File: src/rtl/fddrip_ctrl_pkg.sv
// Shared definitions for the FDD flux ripper sequencer.
// Build switch: FDDRIP_IDX_FILT_EN enables the index glitch filter in fdd_index_det.
package fddrip_ctrl_pkg;

    typedef enum logic [2:0] {
        ST_IDLE     = 3'd0,
        ST_WAIT_IDX = 3'd1,
        ST_CAPTURE  = 3'd2,
        ST_LATCH    = 3'd3,
        ST_FINISH   = 3'd4
    } state_e;

    localparam int TMO_W_DEF = 24;
    localparam int REV_W_DEF = 4;

`ifdef FDDRIP_IDX_FILT_EN
    localparam int IDX_FILT_LEN = 4;
    localparam int IDX_EDGE_LAT = 6;
`else
    localparam int IDX_EDGE_LAT = 3;
`endif

endpackage

File: src/rtl/fdd_index_det.sv
// Index pulse detector: 2-flop synchroniser, optional low-level filter, registered falling-edge strobe.
// Build switch: FDDRIP_IDX_FILT_EN requires 4 consecutive low samples before the edge is reported.
module fdd_index_det
    import fddrip_ctrl_pkg::*;
(
    input  logic clk,
    input  logic reset,
    input  logic index_n,
    output logic idx_edge
);

    logic sync1_q, sync2_q;
    logic edge_q, edge_d;

    // Idle level of the index line is high, so the synchroniser resets to 1.
    always_ff @(posedge clk or posedge reset) begin
        if (reset) begin
            sync1_q <= 1'b1;
            sync2_q <= 1'b1;
            edge_q  <= 1'b0;
        end else begin
            sync1_q <= index_n;
            sync2_q <= sync1_q;
            edge_q  <= edge_d;
        end
    end

`ifdef FDDRIP_IDX_FILT_EN
    logic [2:0] low_cnt_q, low_cnt_d;

    always_comb begin
        low_cnt_d = low_cnt_q;
        edge_d    = 1'b0;
        if (sync2_q) begin
            low_cnt_d = 3'd0;
        end else if (low_cnt_q != 3'(IDX_FILT_LEN)) begin
            low_cnt_d = low_cnt_q + 3'd1;
            edge_d    = (low_cnt_q == 3'(IDX_FILT_LEN - 1));
        end
    end

    always_ff @(posedge clk or posedge reset) begin
        if (reset) low_cnt_q <= 3'd0;
        else       low_cnt_q <= low_cnt_d;
    end
`else
    logic prev_q;

    always_comb edge_d = prev_q & ~sync2_q;

    always_ff @(posedge clk or posedge reset) begin
        if (reset) prev_q <= 1'b1;
        else       prev_q <= sync2_q;
    end
`endif

    assign idx_edge = edge_q;

endmodule

File: src/rtl/fddrip_ctrl.sv
// Flux ripper sequencer: arms on index, captures N revolutions, latches the byte count, reports status.
// Build switch: FDDRIP_IDX_FILT_EN (index glitch filter inside fdd_index_det).
module fddrip_ctrl
    import fddrip_ctrl_pkg::*;
#(
    parameter int TMO_W = TMO_W_DEF,
    parameter int REV_W = REV_W_DEF
) (
    input  logic             clk,
    input  logic             reset,
    input  logic             start,
    input  logic             abort,
    input  logic [REV_W-1:0] revs,
    input  logic             index_n,
    input  logic             dma_req,
    input  logic             rip_stb,
    output logic             rip_reset,
    output logic             rip_req,
    output logic             cnt_latch,
    output logic             busy,
    output logic             done,
    output logic             err_tmo,
    output logic             err_abort,
    output logic [REV_W-1:0] rev_cnt
);

    state_e             state_q, state_d;
    logic [TMO_W-1:0]   tmo_q, tmo_d;
    logic [REV_W-1:0]   target_q, target_d;
    logic [REV_W-1:0]   rev_cnt_q, rev_cnt_d;
    logic               done_q, done_d;
    logic               err_tmo_q, err_tmo_d;
    logic               err_abort_q, err_abort_d;
    logic               idx_edge;
    logic               tmo_hit;
    logic [REV_W-1:0]   rev_next;

    fdd_index_det u_index_det (
        .clk      (clk),
        .reset    (reset),
        .index_n  (index_n),
        .idx_edge (idx_edge)
    );

    always_ff @(posedge clk or posedge reset) begin
        if (reset) begin
            state_q     <= ST_IDLE;
            tmo_q       <= '0;
            target_q    <= '0;
            rev_cnt_q   <= '0;
            done_q      <= 1'b0;
            err_tmo_q   <= 1'b0;
            err_abort_q <= 1'b0;
        end else begin
            state_q     <= state_d;
            tmo_q       <= tmo_d;
            target_q    <= target_d;
            rev_cnt_q   <= rev_cnt_d;
            done_q      <= done_d;
            err_tmo_q   <= err_tmo_d;
            err_abort_q <= err_abort_d;
        end
    end

    assign tmo_hit  = (tmo_q == '1);
    assign rev_next = rev_cnt_q + REV_W'(1);

    // Abort outranks an index edge, which outranks the timeout.
    always_comb begin
        state_d     = state_q;
        tmo_d       = tmo_q;
        target_d    = target_q;
        rev_cnt_d   = rev_cnt_q;
        done_d      = done_q;
        err_tmo_d   = err_tmo_q;
        err_abort_d = err_abort_q;
        case (state_q)
            ST_IDLE: begin
                if (start) begin
                    done_d      = 1'b0;
                    err_tmo_d   = 1'b0;
                    err_abort_d = 1'b0;
                    rev_cnt_d   = '0;
                    target_d    = (revs == '0) ? REV_W'(1) : revs;
                    tmo_d       = '0;
                    state_d     = ST_WAIT_IDX;
                end
            end
            ST_WAIT_IDX, ST_CAPTURE: begin
                tmo_d = tmo_q + TMO_W'(1);
                if (abort) begin
                    err_abort_d = 1'b1;
                    state_d     = ST_LATCH;
                end else if (idx_edge) begin
                    tmo_d = '0;
                    if (state_q == ST_WAIT_IDX) begin
                        state_d = ST_CAPTURE;
                    end else begin
                        if (rev_cnt_q != target_q) rev_cnt_d = rev_next;
                        if (rev_next == target_q)  state_d   = ST_LATCH;
                    end
                end else if (tmo_hit) begin
                    err_tmo_d = 1'b1;
                    state_d   = ST_LATCH;
                end
            end
            ST_LATCH: begin
                if (abort) err_abort_d = 1'b1;
                state_d = ST_FINISH;
            end
            ST_FINISH: begin
                // done only marks a rip that ended without timeout or abort.
                if (abort)                          err_abort_d = 1'b1;
                else if (!err_tmo_q && !err_abort_q) done_d      = 1'b1;
                state_d = ST_IDLE;
            end
            default: state_d = ST_IDLE;
        endcase
    end

    always_comb begin
        rip_reset = 1'b1;
        rip_req   = 1'b0;
        cnt_latch = 1'b0;
        busy      = 1'b1;
        case (state_q)
            ST_IDLE:    busy = 1'b0;
            ST_CAPTURE: begin
                rip_reset = 1'b0;
                rip_req   = dma_req;
            end
            ST_LATCH: begin
                rip_reset = 1'b0;
                cnt_latch = 1'b1;
            end
            default: ;
        endcase
    end

    assign done      = done_q;
    assign err_tmo   = err_tmo_q;
    assign err_abort = err_abort_q;
    assign rev_cnt   = rev_cnt_q;

    // The ripper may only strobe a byte against a live request.
    rip_stb_needs_req: assert property (@(posedge clk) disable iff (reset) rip_stb |-> rip_req);

endmodule

File: config.mk
export PLATFORM = sky130hd
export DESIGN_NAME = fddrip_ctrl
export DESIGN_NICKNAME = d
export VERILOG_FILES = /design/src/rtl/fddrip_ctrl_pkg.sv /design/src/rtl/fdd_index_det.sv /design/src/rtl/fddrip_ctrl.sv
export SDC_FILE = /design/constraint.sdc
export NUM_CORES = 1
export LEC_CHECK = 0
export ABC_AREA = 1
export BUFFER_PORTS_ARGS = -buffer_cell sky130_fd_sc_hd__buf_2
export CAP_MARGIN = 40
export CORE_MARGIN = 2
export CORE_UTILIZATION = 59
export CTS_CLUSTER_SIZE = 28
export DETAILED_ROUTE_END_ITERATION = 12
export PLACE_DENSITY_LB_ADDON = 0.1
export SLEW_MARGIN = 20
export SYNTH_ARGS = -nofsm -noshare
export SYNTH_HDL_FRONTEND = slang
export SYNTH_SLANG_ARGS = --single-unit
File: constraint.sdc
create_clock -name clk -period 2.1 [get_ports clk]
set_input_delay 0 -clock clk [delete_from_list [all_inputs] [get_ports clk]]
set_output_delay 0 -clock clk [all_outputs]
set_load 0.005 [all_outputs]
==> qor_table.md, run 1 <==
| Quantity | Reported |
| --- | --- |
| Final critical path time including I/O delays and setup | 1.78 ns |
| Boundary Pins | 22 |
| Post-synthesis to final-layout area growth | 13.1% |
| Average cell area after synthesis | 7.57 µm² |
| Number of enable flip-flop cells after synthesis | 0 |
| Register clock-pin slew on the reported worst setup and hold paths | 0.08 ns |
| Largest net degree at the start of global routing | 43 |
| Number of buffers inserted during clock tree synthesis | 5 |
| Crit start category | register |
| Count of pins over their slew limit | 0 |
| Final hold viol count | 0 |
| Worst-skew pair later-pin latency | 0.29 ns |
| Fin crit share | 84.7% |
| Sequential fraction of the synthesis area | 43.7% |
| Vias after detailed routing | 2116 |
| Top cell type's share of synthesized area | 40.4% |
| Via density per instance | 5.25 |
| Count of warnings emitted by yosys | 0 |
| WL final | 4850 µm |
| Share of the core filled with cells | 68.8% |
| Port-buffer cells | 20 |
| Maximum clock insertion buffer count | 2 |
| Peak supply drop | 904 µV |
| Final setup viols | 0 |
| Via count of the first global-routing pass | 2032 |
| R2r endpoint | rev_cnt[3] |
| Series of cell instances along the critical path | nor2_2 > nand2_2 > nand2_4 > inv_4 > nand2_8 > nand2_4 > inv_2 > nand3_2 > nand2_1 > o21ai_1 |
| Worst Clk Skew | 0.00528 ns |
| Highest net fanout along the worst path | 23 |
| Post-CTS setup-driven buffer insertion count | 0 |
| Remaining DRCs | 0 |
| Setup total negative slack | 0 ns |
| Startpoint-to-endpoint class of the critical path | register to register |
| Hold Path Origin | abort |
| CP Capture Type | register |
| Area of all placed cells without fillers | 0.00273 mm² |
| Die area | 0.00462 mm² |
| Total global routing track utilization | 24.6% |
| Total placed instance area | 0.00258 mm² |
| Count of mapped cells out of synthesis | 319 |
| Antenna violations before repair | 0 |
| Post-placement setup slack | 0.325 ns |
| NumNets Final | 365 |
| Max Clk Rate | 0.562 GHz |
| Startpoint of the worst register-to-register path | state_q[1] |
| Routed wire per std cell | 12.0 µm |
| Leading cell types by total area after synthesis | sky130_fd_sc_hd__dfrtp_1, sky130_fd_sc_hd__nand2_1, sky130_fd_sc_hd__nor2_1, sky130_fd_sc_hd__inv_1, sky130_fd_sc_hd__nand3_1 |
| Worst slew margin relative to its limit | 64.7% |
| H-tree depth | 2 |
| Result of the run | completed |
| Worst-case reg-to-reg path depth | 10 |
| Hold Path Class | primary input to register |
| Max stage delay cell, worst path | sky130_fd_sc_hd__dfrtp_1 |
| Hpwl dp | 3460 µm |
| Area of the mapped netlist | 0.00242 mm² |
| Fraction of layout instances using a drive strength above 1 | 16.7% |
| Synth Register Bits | 42 |
| Power per Cell Area | 1120 mW/mm² |
| Global-route wire length before repair | 8590 µm |
| Synth unique cells | 32 |
| CTS tree | yes |
| Grt ovf | 0 |
| Number of buffers added to fix hold violations after cts | 6 |
| Data arrival time of the critical path | 1.96 ns |
| Max-cap violations | 0 |
| Most common cell type on the critical path | sky130_fd_sc_hd__nand2_4 |
| Slew @ Worst Pin | 0.529 ns |
| Post-synth ARST share | 100% |
| Total nets after synthesis | 332 |
| Area of the core | 0.00397 mm² |
| Die width | 68.0 µm |
| Ys flop type | sky130_fd_sc_hd__dfrtp_1 |
| Iteration count of the initial detailed-routing pass | 5 |
| Delay of the slowest critical-path stage | 0.44 ns |
| Post-layout worst setup margin | 0.321 ns |
| Sinks on Clock Net | 42 |
| Most numerous cell in the Yosys netlist | sky130_fd_sc_hd__nand2_1 |
| Vert. Die Dim | 68.0 µm |
| Leakage power | 0.00129 µW |
| FP Rows | 23 |
| Starting density of the core | 60.8% |
| Number of DRC violations after detailed-routing iteration 0 | 119 |
| Ranking of synthesized cells by instance count | sky130_fd_sc_hd__nand2_1, sky130_fd_sc_hd__nor2_1, sky130_fd_sc_hd__dfrtp_1 |
| Hold path endpoint | err_abort |
| Data required time at the worst endpoint | 2.28 ns |
| Clk Tree Root Cell | sky130_fd_sc_hd__clkbuf_8 |
| Worst reg-to-reg setup slack | 0.32 ns |
| Worst hold margin | 0.0632 ns |
| Resized Gates After CTS | 0 |
| Worst hold path stage count | 5 |
| Final antenna diode count | 0 |
| Routability congestion estimate | 0.855 |
| Dominant cell type by area after synthesis | sky130_fd_sc_hd__dfrtp_1 |
| Setup repair after global routing missed its margin | no |
| Remaining antenna violation count after routing | 0 |
[worst max-delay path by stage]
stage	slack (ns)	end	start	cells after the start
floorplan	0.61	state_q[1]	tmo_q[0]	10
global placement	0.36	rev_cnt[3]	state_q[1]	10
global route	0.13	rev_cnt[2]	state_q[1]	10
finish	0.32	rev_cnt[3]	state_q[1]	10
detailed placement	0.32	rev_cnt[0]	state_q[1]	10
CTS	0.31	rev_cnt[2]	state_q[1]	10
[state kept, by name, indices dropped and copies added (netlist names)]
signal and flops:
state_q 3, tmo_q 24, u_index_det.sync1_q 1, rev_cnt 4
err_abort 1, done 1, u_index_det.sync2_q 1, target_q 4
u_index_det.prev_q 1, u_index_det.idx_edge 1, err_tmo 1
[metal layers]
layer,GRT usage [%],vias up,share of wire [%]
li1,-,1078,-
met4,9.00,0,1.7
met5,0,-,0
met3,4.61,9,2.9
met2,42.0,39,49
met1,30.8,990,46
[worst max-delay path, delay by kind of cell (launching register included)]
| kind | cells | cell delay (ns) |
|---|---|---|
| compound gates | 1 | 0.07 |
| buf+inv | 2 | 0.19 |
| flops | 1 | 0.44 |
| simple gates | 7 | 0.97 |
[through the flow]
| stage | total power [µW] | instances |
|---|---|---|
| 2_1_floorplan | 2230 | 319 |
| 3_3_place_gp | 2500 | 389 |
| 3_5_place_dp | 2530 | 389 |
| 4_1_cts | 3090 | 403 |
| 5_1_grt | 3340 | 403 |
| 6_report | 3060 | 403 |
[cell usage in the layout (no fill, tap or decap), types with 2 or more instances in the layout]
cell                            instances
sky130_fd_sc_hd__nand2_1               83
sky130_fd_sc_hd__nor2_1                52
sky130_fd_sc_hd__dfrtp_1               39
sky130_fd_sc_hd__inv_1                 33
sky130_fd_sc_hd__buf_2                 20
sky130_fd_sc_hd__nand3_1               17
sky130_fd_sc_hd__o21ai_0               10
sky130_fd_sc_hd__xor2_1                 9
sky130_fd_sc_hd__o21ai_1                8
sky130_fd_sc_hd__a21oi_1                8
sky130_fd_sc_hd__nor3_1                 8
sky130_fd_sc_hd__nand4_1                8
sky130_fd_sc_hd__clkbuf_8               6
sky130_fd_sc_hd__dlygate4sd3_1          6
sky130_fd_sc_hd__nand3_2                5
sky130_fd_sc_hd__xnor2_1                4
sky130_fd_sc_hd__or2_2                  4
sky130_fd_sc_hd__inv_2                  3
sky130_fd_sc_hd__nand2_4                3
sky130_fd_sc_hd__buf_4                  3
sky130_fd_sc_hd__dfstp_2                3
sky130_fd_sc_hd__nor2_2                 2
sky130_fd_sc_hd__nand2_2                2
sky130_fd_sc_hd__inv_4                  2
sky130_fd_sc_hd__nor2_4                 2
sky130_fd_sc_hd__o21bai_1               2
sky130_fd_sc_hd__ha_1                   2
[area by class of cell]
| type | count | area (µm²) |
|---|---|---|
| Multi-Input combinational cell | 236 | 1190 |
| Fill cell | 343 | 1240 |
| Tap cell | 50 | 62.6 |
| Clock inverter | 2 | 12.5 |
| Sequential cell | 42 | 1050 |
| Timing Repair Buffer | 29 | 183 |
| Clock buffer | 6 | 82.6 |
| Inverter | 38 | 148 |
[report_power, final]
group          switching (µW)  leakage [µW]  internal [µW]
sequential                141      0.000554            949
clock                     287     0.0000472            264
combinational             937      0.000690            481
total                    1370       0.00129           1690
[logic make-up (layout without fill, tap and decap cells)]
family	after synthesis	in the layout	share of synthesized area [%]
compound gates	31	31	7.10
xor+xnor	13	13	4.71
fa+ha+maj	2	2	1.04
buf+inv	41	75	7.15
flops	42	42	43.7
simple gates	190	190	36.4
Power figures use the tool's default switching activity.
==> inputs of run 2 (changes only) <==
==> constraint.sdc (replaced) <==
create_clock -name clk -period 1.66 [get_ports clk]
set_input_delay 0 -clock clk [delete_from_list [all_inputs] [get_ports clk]]
set_output_delay 0 -clock clk [all_outputs]
set_load 0.005 [all_outputs]
==> run 2 against run 1 <==
- clock-buffer cell count is 1 higher
- clock skew is 0.0024 ns higher
- first-iteration DRC count is 38% higher
- register-to-register slack worse by 0.24 ns
- clock power is 46% higher
- critical path depth stayed put
- cell area is 9.2% higher
- combinational power is 72% higher
- final cell count is 4.2% higher
- via count is 1.1% higher
- worst setup slack worse by 0.24 ns
- non-clock buffer count is 17 higher
==> qor_table.md, run 2 (synthesized netlist as in run 1, its figures left out) <==
| Quantity | Reported |
| --- | --- |
| Global-route wire length before repair | 8630 µm |
| Maximum clock insertion buffer count | 2 |
| Delay of the slowest critical-path stage | 0.39 ns |
| Setup total negative slack | 0 ns |
| Antenna violations before repair | 0 |
| Peak supply drop | 1290 µV |
| Max Clk Rate | 0.633 GHz |
| Worst-skew pair later-pin latency | 0.30 ns |
| Grt ovf | 0 |
| Fin crit share | 95.2% |
| Post-synthesis to final-layout area growth | 23.4% |
| Series of cell instances along the critical path | ha_2 > nand2_2 > nor2_4 > nand2_1 > nor2_1 > nand2_1 > nand3_2 > nand3_1 > nand2_1 > nand2_1 |
| Worst hold margin | 0.0716 ns |
| Most flop-heavy register | tmo_q |
| Final hold viol count | 0 |
| Leakage power | 0.00139 µW |
| Via density per instance | 5.09 |
| Commonest cells after routing, fill and taps aside | sky130_fd_sc_hd__nand2_1, sky130_fd_sc_hd__nor2_1, sky130_fd_sc_hd__dfrtp_1 |
| Power per Cell Area | 1550 mW/mm² |
| H-tree depth | 2 |
| Worst Clk Skew | 0.00769 ns |
| FP Rows | 23 |
| Most common cell type on the critical path | sky130_fd_sc_hd__nand2_1 |
| Register clock-pin slew on the reported worst setup and hold paths | 0.08 ns |
| NumNets Final | 382 |
| Port-buffer cells | 20 |
| CTS tree | yes |
| Remaining antenna violation count after routing | 0 |
| Data required time at the worst endpoint | 1.85 ns |
| Inst Count DP | 400 |
| Iteration count of the initial detailed-routing pass | 5 |
| Worst slew margin relative to its limit | 64.3% |
| Boundary Pins | 22 |
| Finished Layout Cells | 420 |
| Most common cell after layout, fill and taps aside | sky130_fd_sc_hd__nand2_1 |
| Setup repair after global routing missed its margin | yes |
| Vert. Die Dim | 68.0 µm |
| Final critical path time including I/O delays and setup | 1.58 ns |
| Fraction of layout instances using a drive strength above 1 | 24.3% |
| Result of the run | completed |
| Total global routing track utilization | 24.8% |
| Number of DRC violations after detailed-routing iteration 0 | 164 |
| Data arrival time of the critical path | 1.76 ns |
| Startpoint-to-endpoint class of the critical path | register to register |
| Area of the core | 0.00397 mm² |
| Area of all placed cells without fillers | 0.00298 mm² |
| Number of buffers inserted during clock tree synthesis | 5 |
| Share of the core filled with cells | 75.1% |
| Hold Path Class | primary input to register |
| Die area | 0.00462 mm² |
| Routed wire per std cell | 12.3 µm |
| Clk Tree Root Cell | sky130_fd_sc_hd__clkbuf_8 |
| Final setup viols | 0 |
| Crit start category | register |
| Max stage delay cell, worst path | sky130_fd_sc_hd__dfrtp_1 |
| CP Capture Type | register |
| Hpwl dp | 3560 µm |
| Via count of the first global-routing pass | 2047 |
| Remaining DRCs | 0 |
| Starting density of the core | 60.8% |
| Sinks on Clock Net | 42 |
| Vias after detailed routing | 2139 |
| Flip-flop count of the largest register after layout | 24 |
| Critical path buffer and inverter count | 0 |
| Final antenna diode count | 0 |
| Highest net fanout along the worst path | 3 |
| Max-cap violations | 0 |
| Largest net degree at the start of global routing | 43 |
| Routability congestion estimate | 0.851 |
| Slew @ Worst Pin | 0.535 ns |
| Count of pins over their slew limit | 0 |
| Kind of cell adding the most delay to the critical path | simple AND/OR/NAND/NOR gates |
| WL final | 5170 µm |
| Die width | 68.0 µm |
| Total placed instance area | 0.00268 mm² |
run 2: worst min-delay path: stages:
cell	delay [ns]
sky130_fd_sc_hd__buf_2	0.11
sky130_fd_sc_hd__nand2_1	0.07
sky130_fd_sc_hd__inv_1	0.05
sky130_fd_sc_hd__o21ai_0	0.06
sky130_fd_sc_hd__inv_1	0.05
run 2: metrics by stage:
step | total power [µW] | setup slack, ns
floorplan | 2820 | 0.166
global placement | 3480 | 0.109
detailed placement | 3540 | 0.0550
CTS | 4370 | 0.0151
global route | 4990 | -0.0329
finish | 4630 | 0.0802
run 2: metal layers:
layer  vias up  global-route usage (%)  wire length, µm
met5         -                       0                0
met4         0                    8.50               89
met3        13                    5.26              173
met2        41                    43.6             2620
met1       978                    29.9             2290
li1       1107                       -                -
run 2: final timing paths:
| kind | cells past startpoint | slack [ns] | to | from |
|---|---|---|---|---|
| max | 10 | 0.08 | state_q[1] | tmo_q[1] |
| min | 5 | 0.07 | err_abort | abort |
| min reg2reg | 0 | 0.37 | u_index_det.sync2_q | u_index_det.sync1_q |
| max reg2reg | 10 | 0.08 | state_q[1] | tmo_q[1] |
| max in group asynchronous | 4 | 0.88 | u_index_det.sync1_q | reset |
| min in group asynchronous | 4 | 0.38 | state_q[0] | reset |
run 2: timing repair:
item	4_1_cts	5_1_grt
hold buffers	6	0
buffers inserted	0	6
setup endpoints to repair	0	20
gates resized for setup	0	23
hold endpoints to repair	44	0
run 2: cell type report:
class	count	area, µm²
multi-input combinational	236	1270
clock buffer	7	76.3
fill	302	990
timing repair buffer	46	339
tap	50	62.6
sequential	42	1060
inverter	38	148
clock inverter	1	30.0
run 2: power breakdown:
group / switching (µW) / leakage, µW / internal [µW] / total, µW
Clock: 354 / 0.0000524 / 450 / 805
Sequential: 185 / 0.000552 / 1210 / 1390
Combinational: 1390 / 0.000785 / 1050 / 2440
Total: 1930 / 0.00139 / 2700 / 4630
==> inputs of run 3 (changes only) <==
--- a/config.mk
+++ b/config.mk
@@ -13,6 +13,7 @@
 export CTS_CLUSTER_SIZE = 28
 export DETAILED_ROUTE_END_ITERATION = 12
 export PLACE_DENSITY_LB_ADDON = 0.1
+export SETUP_SLACK_MARGIN = 0.5
 export SLEW_MARGIN = 20
 export SYNTH_ARGS = -nofsm -noshare
 export SYNTH_HDL_FRONTEND = slang
==> run 3 against run 2 <==
- core utilization is 11 points higher
- register-to-register slack worse by 0.02 ns
- largest power group unchanged
- clock power is 7.6% higher
- non-clock buffer count is 22 higher
- routed wire length is 28% higher
- critical path depth is 3 lower
- first-iteration DRC count is 9.8% higher
==> qor_table.md, run 3 (synthesized netlist as in run 1, its figures left out) <==
| Quantity | Reported |
| --- | --- |
| Result of the run | completed |
| Data arrival time of the critical path | 1.79 ns |
| Remaining DRCs | 0 |
| Boundary Pins | 22 |
| NumNets Final | 404 |
| Via density per instance | 5.40 |
| Sinks on Clock Net | 42 |
| Worst hold path stage count | 5 |
| Worst Clk Skew | 0.00867 ns |
| Remaining antenna violation count after routing | 0 |
| Count of pins over their slew limit | 0 |
| Peak supply drop | 1260 µV |
| Antenna violations before repair | 0 |
| CP Capture Type | register |
| Critical path startpoint | state_q[2] |
| Vert. Die Dim | 68.0 µm |
| Startpoint-to-endpoint class of the critical path | register to register |
| Highest net fanout along the worst path | 5 |
| Clk Tree Root Cell | sky130_fd_sc_hd__clkbuf_8 |
| Iteration count of the initial detailed-routing pass | 4 |
| Commonest cells after routing, fill and taps aside | sky130_fd_sc_hd__nand2_1, sky130_fd_sc_hd__nor2_1, sky130_fd_sc_hd__dfrtp_1 |
| Flip-flop count of the largest register after layout | 24 |
| Data required time at the worst endpoint | 1.85 ns |
| R2r endpoint | done |
| Hold Path Origin | abort |
| Worst-skew pair later-pin latency | 0.30 ns |
| Register clock-pin slew on the reported worst setup and hold paths | 0.08 ns |
| Die width | 68.0 µm |
| Crit start category | register |
| Slew @ Worst Pin | 0.529 ns |
| Final hold viol count | 0 |
| Die area | 0.00462 mm² |
| Number of buffers inserted during clock tree synthesis | 5 |
| Post-synthesis to final-layout area growth | 41.7% |
| Fraction of layout instances using a drive strength above 1 | 37.5% |
| Starting density of the core | 60.8% |
| Hold Path Class | primary input to register |
| Vias after detailed routing | 2385 |
| WL final | 6620 µm |
| Fill cells | 204 |
| Final antenna diode count | 0 |
| Maximum clock insertion buffer count | 2 |
| Via count of the first global-routing pass | 2169 |
| Max Clk Rate | 0.624 GHz |
| Port-buffer cells | 20 |
| Leakage power | 0.00158 µW |
| Routed wire per std cell | 15.0 µm |
| Worst-case reg-to-reg path depth | 7 |
| Largest net degree at the start of global routing | 43 |
| Global-route wire length before repair | 9720 µm |
| Worst slew margin relative to its limit | 64.7% |
| Setup repair after global routing missed its margin | yes |
| Fin crit share | 96.5% |
| Final setup viols | 0 |
| Grt ovf | 0 |
| Most common cell after layout, fill and taps aside | sky130_fd_sc_hd__nand2_1 |
| Power per Cell Area | 1710 mW/mm² |
| Hpwl dp | 3550 µm |
| Setup total negative slack | 0 ns |
| Number of DRC violations after detailed-routing iteration 0 | 180 |
| Max-cap violations | 0 |
| Hold path endpoint | err_abort |
| Total global routing track utilization | 28.1% |
| Final critical path time including I/O delays and setup | 1.60 ns |
| FP Rows | 23 |
| Share of the core filled with cells | 86.2% |
| Most flop-heavy register | tmo_q |
| Routability congestion estimate | 0.860 |
| CTS tree | yes |
| Worst reg-to-reg setup slack | 0.06 ns |
| Area of the core | 0.00397 mm² |
| H-tree depth | 2 |
| Startpoint of the worst register-to-register path | state_q[2] |
run 3: cell count changes in the layout (fill, tap and decap cells not counted), sizes merged:
| cell | change |
|---|---|
| buf | +22 |
run 3: worst max path at each step:
stage	cells after the start	endpoint
after global placement	10	rev_cnt[1]
after global routing	10	tmo_q[13]
after detailed placement	10	rev_cnt[3]
after floorplan	11	tmo_q[5]
after CTS	10	rev_cnt[3]
final	7	done
run 3: cell type report:
cell class | instances | area [µm²] | area share (%)
flip-flops and latches | 42 | 1060 | 30.9
clock inverters | 1 | 30.0 | 0.877
well taps | 50 | 62.6 | 1.83
repair buffers | 68 | 562 | 16.4
clock buffers | 7 | 86.3 | 2.52
inverters | 38 | 165 | 4.82
multi-input cells | 236 | 1460 | 42.7
run 3: power breakdown:
group | internal [µW] | switching (µW) | total (µW) | leakage, µW
registers | 1200 | 184 | 1390 | 0.000552
clock network | 491 | 375 | 866 | 0.0000585
logic | 1720 | 1880 | 3590 | 0.000975
total | 3410 | 2440 | 5850 | 0.00158
run 3: worst max-delay path, stage by stage (launching register included):
cell	delay (ns)
sky130_fd_sc_hd__dfrtp_1	0.44
sky130_fd_sc_hd__nor2_4	0.20
sky130_fd_sc_hd__nand2_2	0.09
sky130_fd_sc_hd__buf_4	0.14
sky130_fd_sc_hd__buf_6	0.11
sky130_fd_sc_hd__or2_4	0.26
sky130_fd_sc_hd__a31oi_1	0.17
sky130_fd_sc_hd__nor2_1	0.08
run 3: metrics by stage:
step	hold WS, ns	area (µm²)	power [µW]	worst slack (ns)	cells
after global routing	0.0836	3420	6160	-0.0180	442
after CTS	0.0520	3160	5230	0.131	429
after floorplan	0.00448	2450	2910	0.229	319
final	0.0524	3420	5850	0.0577	442
after detailed placement	0.107	2660	3470	-0.000652	394
after global placement	0.105	2660	3400	0.0654	394
run 3: timing repair:
| action | 4_1_cts | 5_1_grt |
|---|---|---|
| pin swaps | 16 | 25 |
| hold buffers | 6 | 0 |
| resized for setup | 36 | 45 |
| setup endpoints to repair | 39 | 41 |
| buffers inserted | 20 | 13 |
| hold endpoints to repair | 44 | 0 |
| cloned | 1 | 0 |
run 3: routing by layer:
layer / vias up / GRT usage [%] / routed length (µm)
met5: - / 0 / 0
met4: 0 / 11.3 / 220
met3: 23 / 5.10 / 232
met2: 67 / 50.1 / 3480
met1: 1138 / 33.3 / 2690
li1: 1157 / - / -
